File: config.mk
export PLATFORM = sky130hd
export DESIGN_NAME = bin2seg_seq
export DESIGN_NICKNAME = d
export VERILOG_FILES = /design/src/rtl/bin2seg_seq.sv
export SDC_FILE = /design/constraint.sdc
export NUM_CORES = 1
export LEC_CHECK = 0
export CORE_MARGIN = 10
export CORE_UTILIZATION = 55
export CTS_CLUSTER_SIZE = 24
export DETAILED_ROUTE_END_ITERATION = 16
export PLACE_DENSITY = 0.81
export REMOVE_ABC_BUFFERS = 1
export SLEW_MARGIN = 20
export SYNTH_ARGS = -nofsm -noshare
export SYNTH_HDL_FRONTEND = slang
export SYNTH_SLANG_ARGS = --single-unit
File: constraint.sdc
create_clock -name clk -period 3.3 [get_ports clk]
set_clock_uncertainty 0.15 [all_clocks]
set_input_delay 0.495 -clock clk [delete_from_list [all_inputs] [get_ports clk]]
set_output_delay 0.495 -clock clk [all_outputs]
set_load 0.01 [all_outputs]
File: src/rtl/bin2seg_seq.sv
// Sequential binary-to-BCD converter (shift-add-3, one bit per clock) with registered
// active-low seven-segment drive, overflow detection and optional leading-zero blanking.
module bin2seg_seq #(
    parameter int IN_W     = 16,
    parameter int DIGITS   = 5,
    parameter bit BLANK_LZ = 1'b1
) (
    input  logic                clk,
    input  logic                reset_n,
    input  logic                start_i,
    input  logic [IN_W-1:0]     in_i,
    output logic                busy_o,
    output logic                done_o,
    output logic                overflow_o,
    output logic [4*DIGITS-1:0] bcd_o,
    output logic [7*DIGITS-1:0] seg_o
);

    localparam int BW = 4 * DIGITS;
    localparam int CW = (IN_W > 1) ? $clog2(IN_W) : 1;
    localparam logic [CW-1:0] LAST_STEP = CW'(IN_W - 1);

    typedef enum logic {IDLE, SHIFT} state_t;

    state_t            state_q;
    logic [IN_W-1:0]   shiftReg_q;
    logic [BW-1:0]     scratch_q;
    logic [CW-1:0]     count_q;
    logic              ovf_q;
    logic              busy_q;
    logic              done_q;
    logic              overflow_q;
    logic [BW-1:0]     bcd_q;
    logic [7*DIGITS-1:0] seg_q;

    logic [BW-1:0]       adjusted_d;
    logic [BW-1:0]       scratch_d;
    logic [IN_W-1:0]     shiftReg_d;
    logic                ovf_d;
    logic [7*DIGITS-1:0] seg_d;

    function automatic logic [6:0] glyph(input logic [3:0] digit);
        case (digit)
            4'd0:    return 7'h3F;
            4'd1:    return 7'h06;
            4'd2:    return 7'h5B;
            4'd3:    return 7'h4F;
            4'd4:    return 7'h66;
            4'd5:    return 7'h6D;
            4'd6:    return 7'h7D;
            4'd7:    return 7'h07;
            4'd8:    return 7'h7F;
            4'd9:    return 7'h6F;
            default: return 7'h00;
        endcase
    endfunction

    // Walk from the top digit down; once a nonzero digit (or digit 0) is reached, all lower digits are lit.
    function automatic logic [7*DIGITS-1:0] encodeSeg(input logic [BW-1:0] digits, input logic ovf);
        logic [7*DIGITS-1:0] seg;
        logic                lit;
        seg = '0;
        lit = 1'b0;
        for (int k = DIGITS - 1; k >= 0; k--) begin
            if (!BLANK_LZ || k == 0 || digits[4*k +: 4] != 4'd0) begin
                lit = 1'b1;
            end
            if (ovf) begin
                seg[7*k +: 7] = 7'h3F;
            end else if (!lit) begin
                seg[7*k +: 7] = 7'h7F;
            end else begin
                seg[7*k +: 7] = ~glyph(digits[4*k +: 4]);
            end
        end
        return seg;
    endfunction

    // One double-dabble step; a set MSB in the top digit is about to leave the register, so it is an overflow.
    always_comb begin
        adjusted_d = scratch_q;
        for (int d = 0; d < DIGITS; d++) begin
            if (scratch_q[4*d +: 4] >= 4'd5) begin
                adjusted_d[4*d +: 4] = scratch_q[4*d +: 4] + 4'd3;
            end
        end
        scratch_d  = {adjusted_d[BW-2:0], shiftReg_q[IN_W-1]};
        shiftReg_d = shiftReg_q << 1;
        ovf_d      = ovf_q | adjusted_d[BW-1];
        seg_d      = encodeSeg(scratch_d, ovf_d);
    end

    always_ff @(posedge clk or negedge reset_n) begin
        if (!reset_n) begin
            state_q    <= IDLE;
            shiftReg_q <= '0;
            scratch_q  <= '0;
            count_q    <= '0;
            ovf_q      <= 1'b0;
            busy_q     <= 1'b0;
            done_q     <= 1'b0;
            overflow_q <= 1'b0;
            bcd_q      <= '0;
            seg_q      <= encodeSeg('0, 1'b0);
        end else begin
            done_q <= 1'b0;
            case (state_q)
                IDLE: begin
                    if (start_i) begin
                        shiftReg_q <= in_i;
                        scratch_q  <= '0;
                        count_q    <= '0;
                        ovf_q      <= 1'b0;
                        busy_q     <= 1'b1;
                        state_q    <= SHIFT;
                    end
                end
                SHIFT: begin
                    shiftReg_q <= shiftReg_d;
                    scratch_q  <= scratch_d;
                    ovf_q      <= ovf_d;
                    count_q    <= count_q + CW'(1);
                    if (count_q == LAST_STEP) begin
                        bcd_q      <= scratch_d;
                        seg_q      <= seg_d;
                        overflow_q <= ovf_d;
                        done_q     <= 1'b1;
                        busy_q     <= 1'b0;
                        state_q    <= IDLE;
                    end
                end
                default: state_q <= IDLE;
            endcase
        end
    end

    assign busy_o     = busy_q;
    assign done_o     = done_q;
    assign overflow_o = overflow_q;
    assign bcd_o      = bcd_q;
    assign seg_o      = seg_q;

endmodule

-- Yosys cells after proc, flatten, opt, wreduce, memory -nomap -nowiden
Memories as Yosys holds them, arrays and structs flattened.
Cells that the tools add are included.
- equal/unequal tests: 3
- magnitude comparators: 5
- reduce and logical (&&, ||, !) cells: 6
- bitwise operators: 7
- add/subtract/negate cells: 6
- multiplexer cells: 43
- operators by type and width (cell ; count):
    $mux W7 ; 18
    $pmux W20 S2 ; 1
    $not A7 Y7 ; 5
    $pmux W16 S2 ; 1
    $mux W4 ; 6
    $add A4 B2 Y4 const B ; 5
    $ge A4 B3 Y1 const B ; 5
    $mux W20 ; 1
    $mux W16 ; 1
    $reduce_bool A4 Y1 ; 4
    $mux W1 ; 11
    $pmux W4 S2 ; 1
    $pmux W1 S2 ; 3
    $add A4 B1 Y4 const B ; 1
    $eq A4 B4 Y1 const B ; 1
    $reduce_and A2 Y1 ; 2
    $ne A2 B1 Y1 const B ; 1
    $ne A2 B2 Y1 const B ; 1
    $not A1 Y1 ; 1
    $or A1 B1 Y1 ; 1
- memories: 5
- input bits: 19
- flip-flop bits (word level): 100
- ROM bits: 560
- word-level logic and storage cells: 85
- memory list (name ; words ; bits a word ; rd ports ; clocked after Yosys merged registers in ; wr ports ; RTL line ; RTL):
    (no name shown) ; 16 ; 7 ; 1 ; 0 ; 0 ; 43 ; case (digit)
    (no name shown) ; 16 ; 7 ; 1 ; 0 ; 0 ; 43 ;
    (no name shown) ; 16 ; 7 ; 1 ; 0 ; 0 ; 43 ;
    (no name shown) ; 16 ; 7 ; 1 ; 0 ; 0 ; 43 ;
    (no name shown) ; 16 ; 7 ; 1 ; 0 ; 0 ; 43 ;

-- Depth between registers and ports, before layout
Gate-level depths: netlist of the first run.
- word-level depth: 12
- gate-level depth with buffers: 11

-- Worst setup path before layout of the first run
Ideal clock, no wire load.
- path kind: register to register
- start point: register scratch_q[13]
- end point: register seg_q[10] (netlist: seg_o[10])
- period minus slack after synthesis: 2.494 ns
- required time: 3.070 ns
- slack: 0.806 ns
- data arrival time: 2.264 ns
- stages on the path, launching flop included: 12
- path buffers: 0
- library setup time: 0.080 ns
- cells stage by stage: dfrtp_1 -> inv_1 -> ha_1 -> nand2b_1 -> a21oi_1 -> xnor2_1 -> inv_1 -> ha_1 -> o21ai_1 -> nor4_4 -> a211o_2 -> o22a_1
- elaborated cells on any way between the ends: 11
- classes of those cells: 1 x add/sub; 1 x order compare; 7 x mux; 2 x reduce/logical
- RTL lines (what ; RTL line ; RTL):
    start: declaration ; 27 ; logic [BW-1:0] scratch_q;
    start signal: assignment ; 120 ; scratch_q <= scratch_d;
    $ge A4 B3 Y1 ; 83 ; if (scratch_q[4*d +: 4] >= 4'd5) begin
    $mux W4 ; 83 ;
    named net adjusted_d[12] ; 36 ; logic [BW-1:0] adjusted_d;
    $reduce_bool A4 Y1 ; 65 ; if (!BLANK_LZ || k == 0 || digits[4*k +: 4] != 4'd0) begin
    $mux W1 (3 in series) ; 65 ;
    $mux W7 ; 70 ; end else if (!lit) begin
    $mux W7 ; 68 ; if (ovf) begin
    end signal: assignment ; 104 ; seg_q <= encodeSeg('0, 1'b0);
    end signal: assignment ; 125 ; seg_q <= seg_d;
    end: declaration ; 34 ; logic [7*DIGITS-1:0] seg_q;
The timed path passes the listed nets, and every way through them passes these cells.
A chain may end at the register's enable or synchronous reset.

-- Worst setup path after layout of the first run
- start point: register scratch_q[17]
- end point: register seg_q[12] (netlist: seg_o[12])
- longest elaborated chain between the ends: 9
- elaborated cells on any way between the ends: 11
- classes of those cells: 1 x add/sub; 1 x order compare; 7 x mux; 1 x bitwise; 1 x reduce/logical
- ends and longest elaborated chain (what ; RTL line):
    $ge A4 B3 Y1 ; 83
    $mux W4 ; 83
    named net adjusted_d[16] ; 36
    $reduce_bool A4 Y1 ; 65
    $mux W1 (4 in series) ; 65
    $mux W7 ; 70
    $mux W7 ; 68
The timed path passes the listed nets, and every way through them passes these cells.

==> run metrics, run 1 <==
commonest cells after routing, fill and taps aside nand2_1, clkdlybuf4s50_1, dfrtp_1; die area roughly 0.014 mm²; Max Cap Viol 0; Synth Cell Area around 0.0053 mm²; number of global-route vias before repair about 4200; Detailed Place HPWL between 8 and 9 mm; Setup Crit Path Kind flop to flop; fin area 0.00642 mm²; P&R area growth vs syn 20.2%; Ports 77; Post-synth EDFFs 0; CTS root buffer clkbuf_8; Avg Cell Area, Syn a little under 10 µm²; CTS tree built; Synth Area in Compound Gates 18.8%; final-report setup violation count 0; drt wl/cell about 16 µm; Startpoint Class flop; grt total ovfl 0; adder-cell area share of the yosys netlist under 10%; Initial Utilization a little under three fifths; antenna-violating nets left 0; initial antenna violation count 0; die width approximately 120 µm; overall power 7.34 mW; status complete, no violations; min cycle time layout around 2.9 ns; Buffers on Ports 76; largest net degree at the start of global routing between 50 and 60; Pre-Repair DR Iteration Count 4; Worst-Skew Late Latency roughly 0.37 ns; initial DRC count roughly 220; Final Util between 60% and 70%; via count roughly 4300; num rows 35; Slew HR 36.5%; Leak roughly 2.8 nW; Crit Path Max Fanout 7; # DRC 0; HP Class flop to flop; first-pass GRT wire length roughly 20 mm; Tot GR Track Use 16.7%; DR vias/cell 5.63; CTS buffer count 9; FF+latch count, synth 100; pwr dens between 1000 and 1500 mW/mm²; Netlist cell types 56; Main synth FF type dfrtp_1; Post-Syn Instances 554; Die H ~120 µm; Critical Path AT 3.06 ns; core area 0.00937 mm²; antenna cells 0; post-CTS setup buffers 0; share of layout cells above drive strength 1 between 10% and 20%; Final GP Congestion just over 0.9; most common cell after layout, fill and taps aside nand2_1; Total Routed Length 12.1 mm; asr flop ratio synth 100%; Slew Limit Fails 0; f_max approximately 0.34 GHz; clk slew on worst S/H paths roughly 0.09 ns; H-tree levels 3; simple-gate share of the synthesized area around 15%; Area after DPL between 0.006 and 0.007 mm²; hold slack between 0.3 and 0.4 ns; clk buf depth 2; Final period util between 80 and 90%; crit end category flop; Worst Max-Slew Pin Slew around 0.95 ns; largest family of logic cells by synthesized area compound AO/OA/AOI/OAI gates; CP required 3.46 ns; maximum vdd drop 0.000542 V; warnings from Yosys 0; CTS sink count 100; post-synthesis sequential area ratio a little under half; Fin. Hold Viols 0; post-layout net count just under 700; RSZ-0062 raised after global routing false; mux cell area share after synthesis approximately 5.2%; XOR/XNOR Fraction of Synth Area 1.29%
-- cell type report --
type                       count  area [µm²]
clock buffer                  12         155
inverter                      23        86.3
fill                         742        2950
multi-input combinational    404        2590
clock inverter                 3        46.3
tap                          129         161
sequential                   100        2540
timing repair buffer          86         843
-- Yosys cell counts, drive strengths merged, types with 4 or more instances --
| master | number | area share [%] |
|---|---|---|
| a211oi | 4 | 0.84 |
| a21oi | 32 | 3.1 |
| and2 | 4 | 0.47 |
| buf | 9 | 1.1 |
| clkbuf | 18 | 1.3 |
| dfrtp | 71 | 33 |
| dfstp | 29 | 14 |
| ha | 36 | 8.4 |
| inv | 23 | 1.6 |
| mux2 | 7 | 1.5 |
| mux2i | 20 | 3.7 |
| nand2 | 98 | 7.0 |
| nand2b | 8 | 0.94 |
| nand3 | 8 | 0.75 |
| nor2 | 39 | 2.7 |
| nor3b | 4 | 0.56 |
| o21ai | 58 | 5.4 |
| o22a | 19 | 3.1 |
| o22ai | 13 | 1.5 |
| o31ai | 8 | 1.1 |
| xnor2 | 6 | 1.1 |
-- flip-flops by register name, indices dropped and copies added (netlist names) --
| signal | flops |
|---|---|
| ovf_q | 1 |
| seg_o | 35 |
| bcd_o | 20 |
| count_q | 4 |
| scratch_q | 20 |
| overflow_o | 1 |
| done_o | 1 |
| busy_o | 1 |
| shiftReg_q | 16 |
| state_q | 1 |
-- logic make-up after synthesis --
| kind of cell | after synthesis |
|---|---|
| AO/OA/AOI/OAI | 158 |
| XOR/XNOR | 7 |
| adder cells (fa/ha/maj) | 36 |
| buffers and inverters | 50 |
| flip-flops | 100 |
| multiplexers | 27 |
| AND/OR/NAND/NOR | 176 |
-- worst paths after layout --
path,cells past startpoint,endpoint,slack [ns],start
setup / recovery,11,seg_o[12]$_DFFE_PN1P_,0.40,scratch_q[17]$_DFFE_PN0P_
hold / removal,2,bcd_o[11]$_DFFE_PN0P_,0.34,bcd_o[11]$_DFFE_PN0P_
setup reg to reg,11,seg_o[12]$_DFFE_PN1P_,0.40,scratch_q[17]$_DFFE_PN0P_
hold reg to reg,2,bcd_o[11]$_DFFE_PN0P_,0.34,bcd_o[11]$_DFFE_PN0P_
max in group asynchronous,3,seg_o[29]$_DFFE_PN1P_,1.77,reset_n
min in group asynchronous,2,seg_o[5]$_DFFE_PN0P_,0.49,reset_n
-- through the flow --
stage               setup WS [ns]  instances  setup TNS (ns)
finish                      0.398        757               0
global route                0.177        757               0
CTS                         0.405        757               0
detailed placement          0.435        741               0
global placement            0.642        741               0
floorplan                  -0.776        527          -16.47
-- what timing repair did --
item	in CTS	in global routing
hold buffers	1	0
endpoints found under the hold margin	37	0
gates resized for setup	0	0
-- report_power, final --
group	internal (mW)	total [mW]	switching, mW
clock network	0.390	0.803	0.413
logic	1.88	4.28	2.40
registers	1.86	2.26	0.398
total	4.13	7.34	3.21
-- worst max-delay path: stages, from the launching register on --
cell      delay [ns]
dfrtp_1         0.41
inv_1           0.12
ha_1            0.26
nand2b_1        0.12
a21oi_2         0.20
xnor2_1         0.17
inv_1           0.22
ha_1            0.27
nand2_4         0.09
nor4_4          0.43
a211o_2         0.25
o22a_1          0.15
-- routing by layer --
metal | share of wire, % | vias to the layer above | track usage (%) | wire, µm
met1 | 44 | 2042 | 20.8 | 5340
met4 | 2.1 | 0 | 8.93 | 253
met2 | 48 | 121 | 26.7 | 5790
met3 | 5.7 | 21 | 3.47 | 693
li1 | - | 2076 | - | -
met5 | 0 | - | 0 | 0
(Power assumes the default switching activity.)
==> run 2: changes to the inputs <==
Settings changed: SETUP_SLACK_MARGIN set to 0.02.
==> results of run 2 <==
No change in the layout: final DEF, timing and power equal those of run 1.
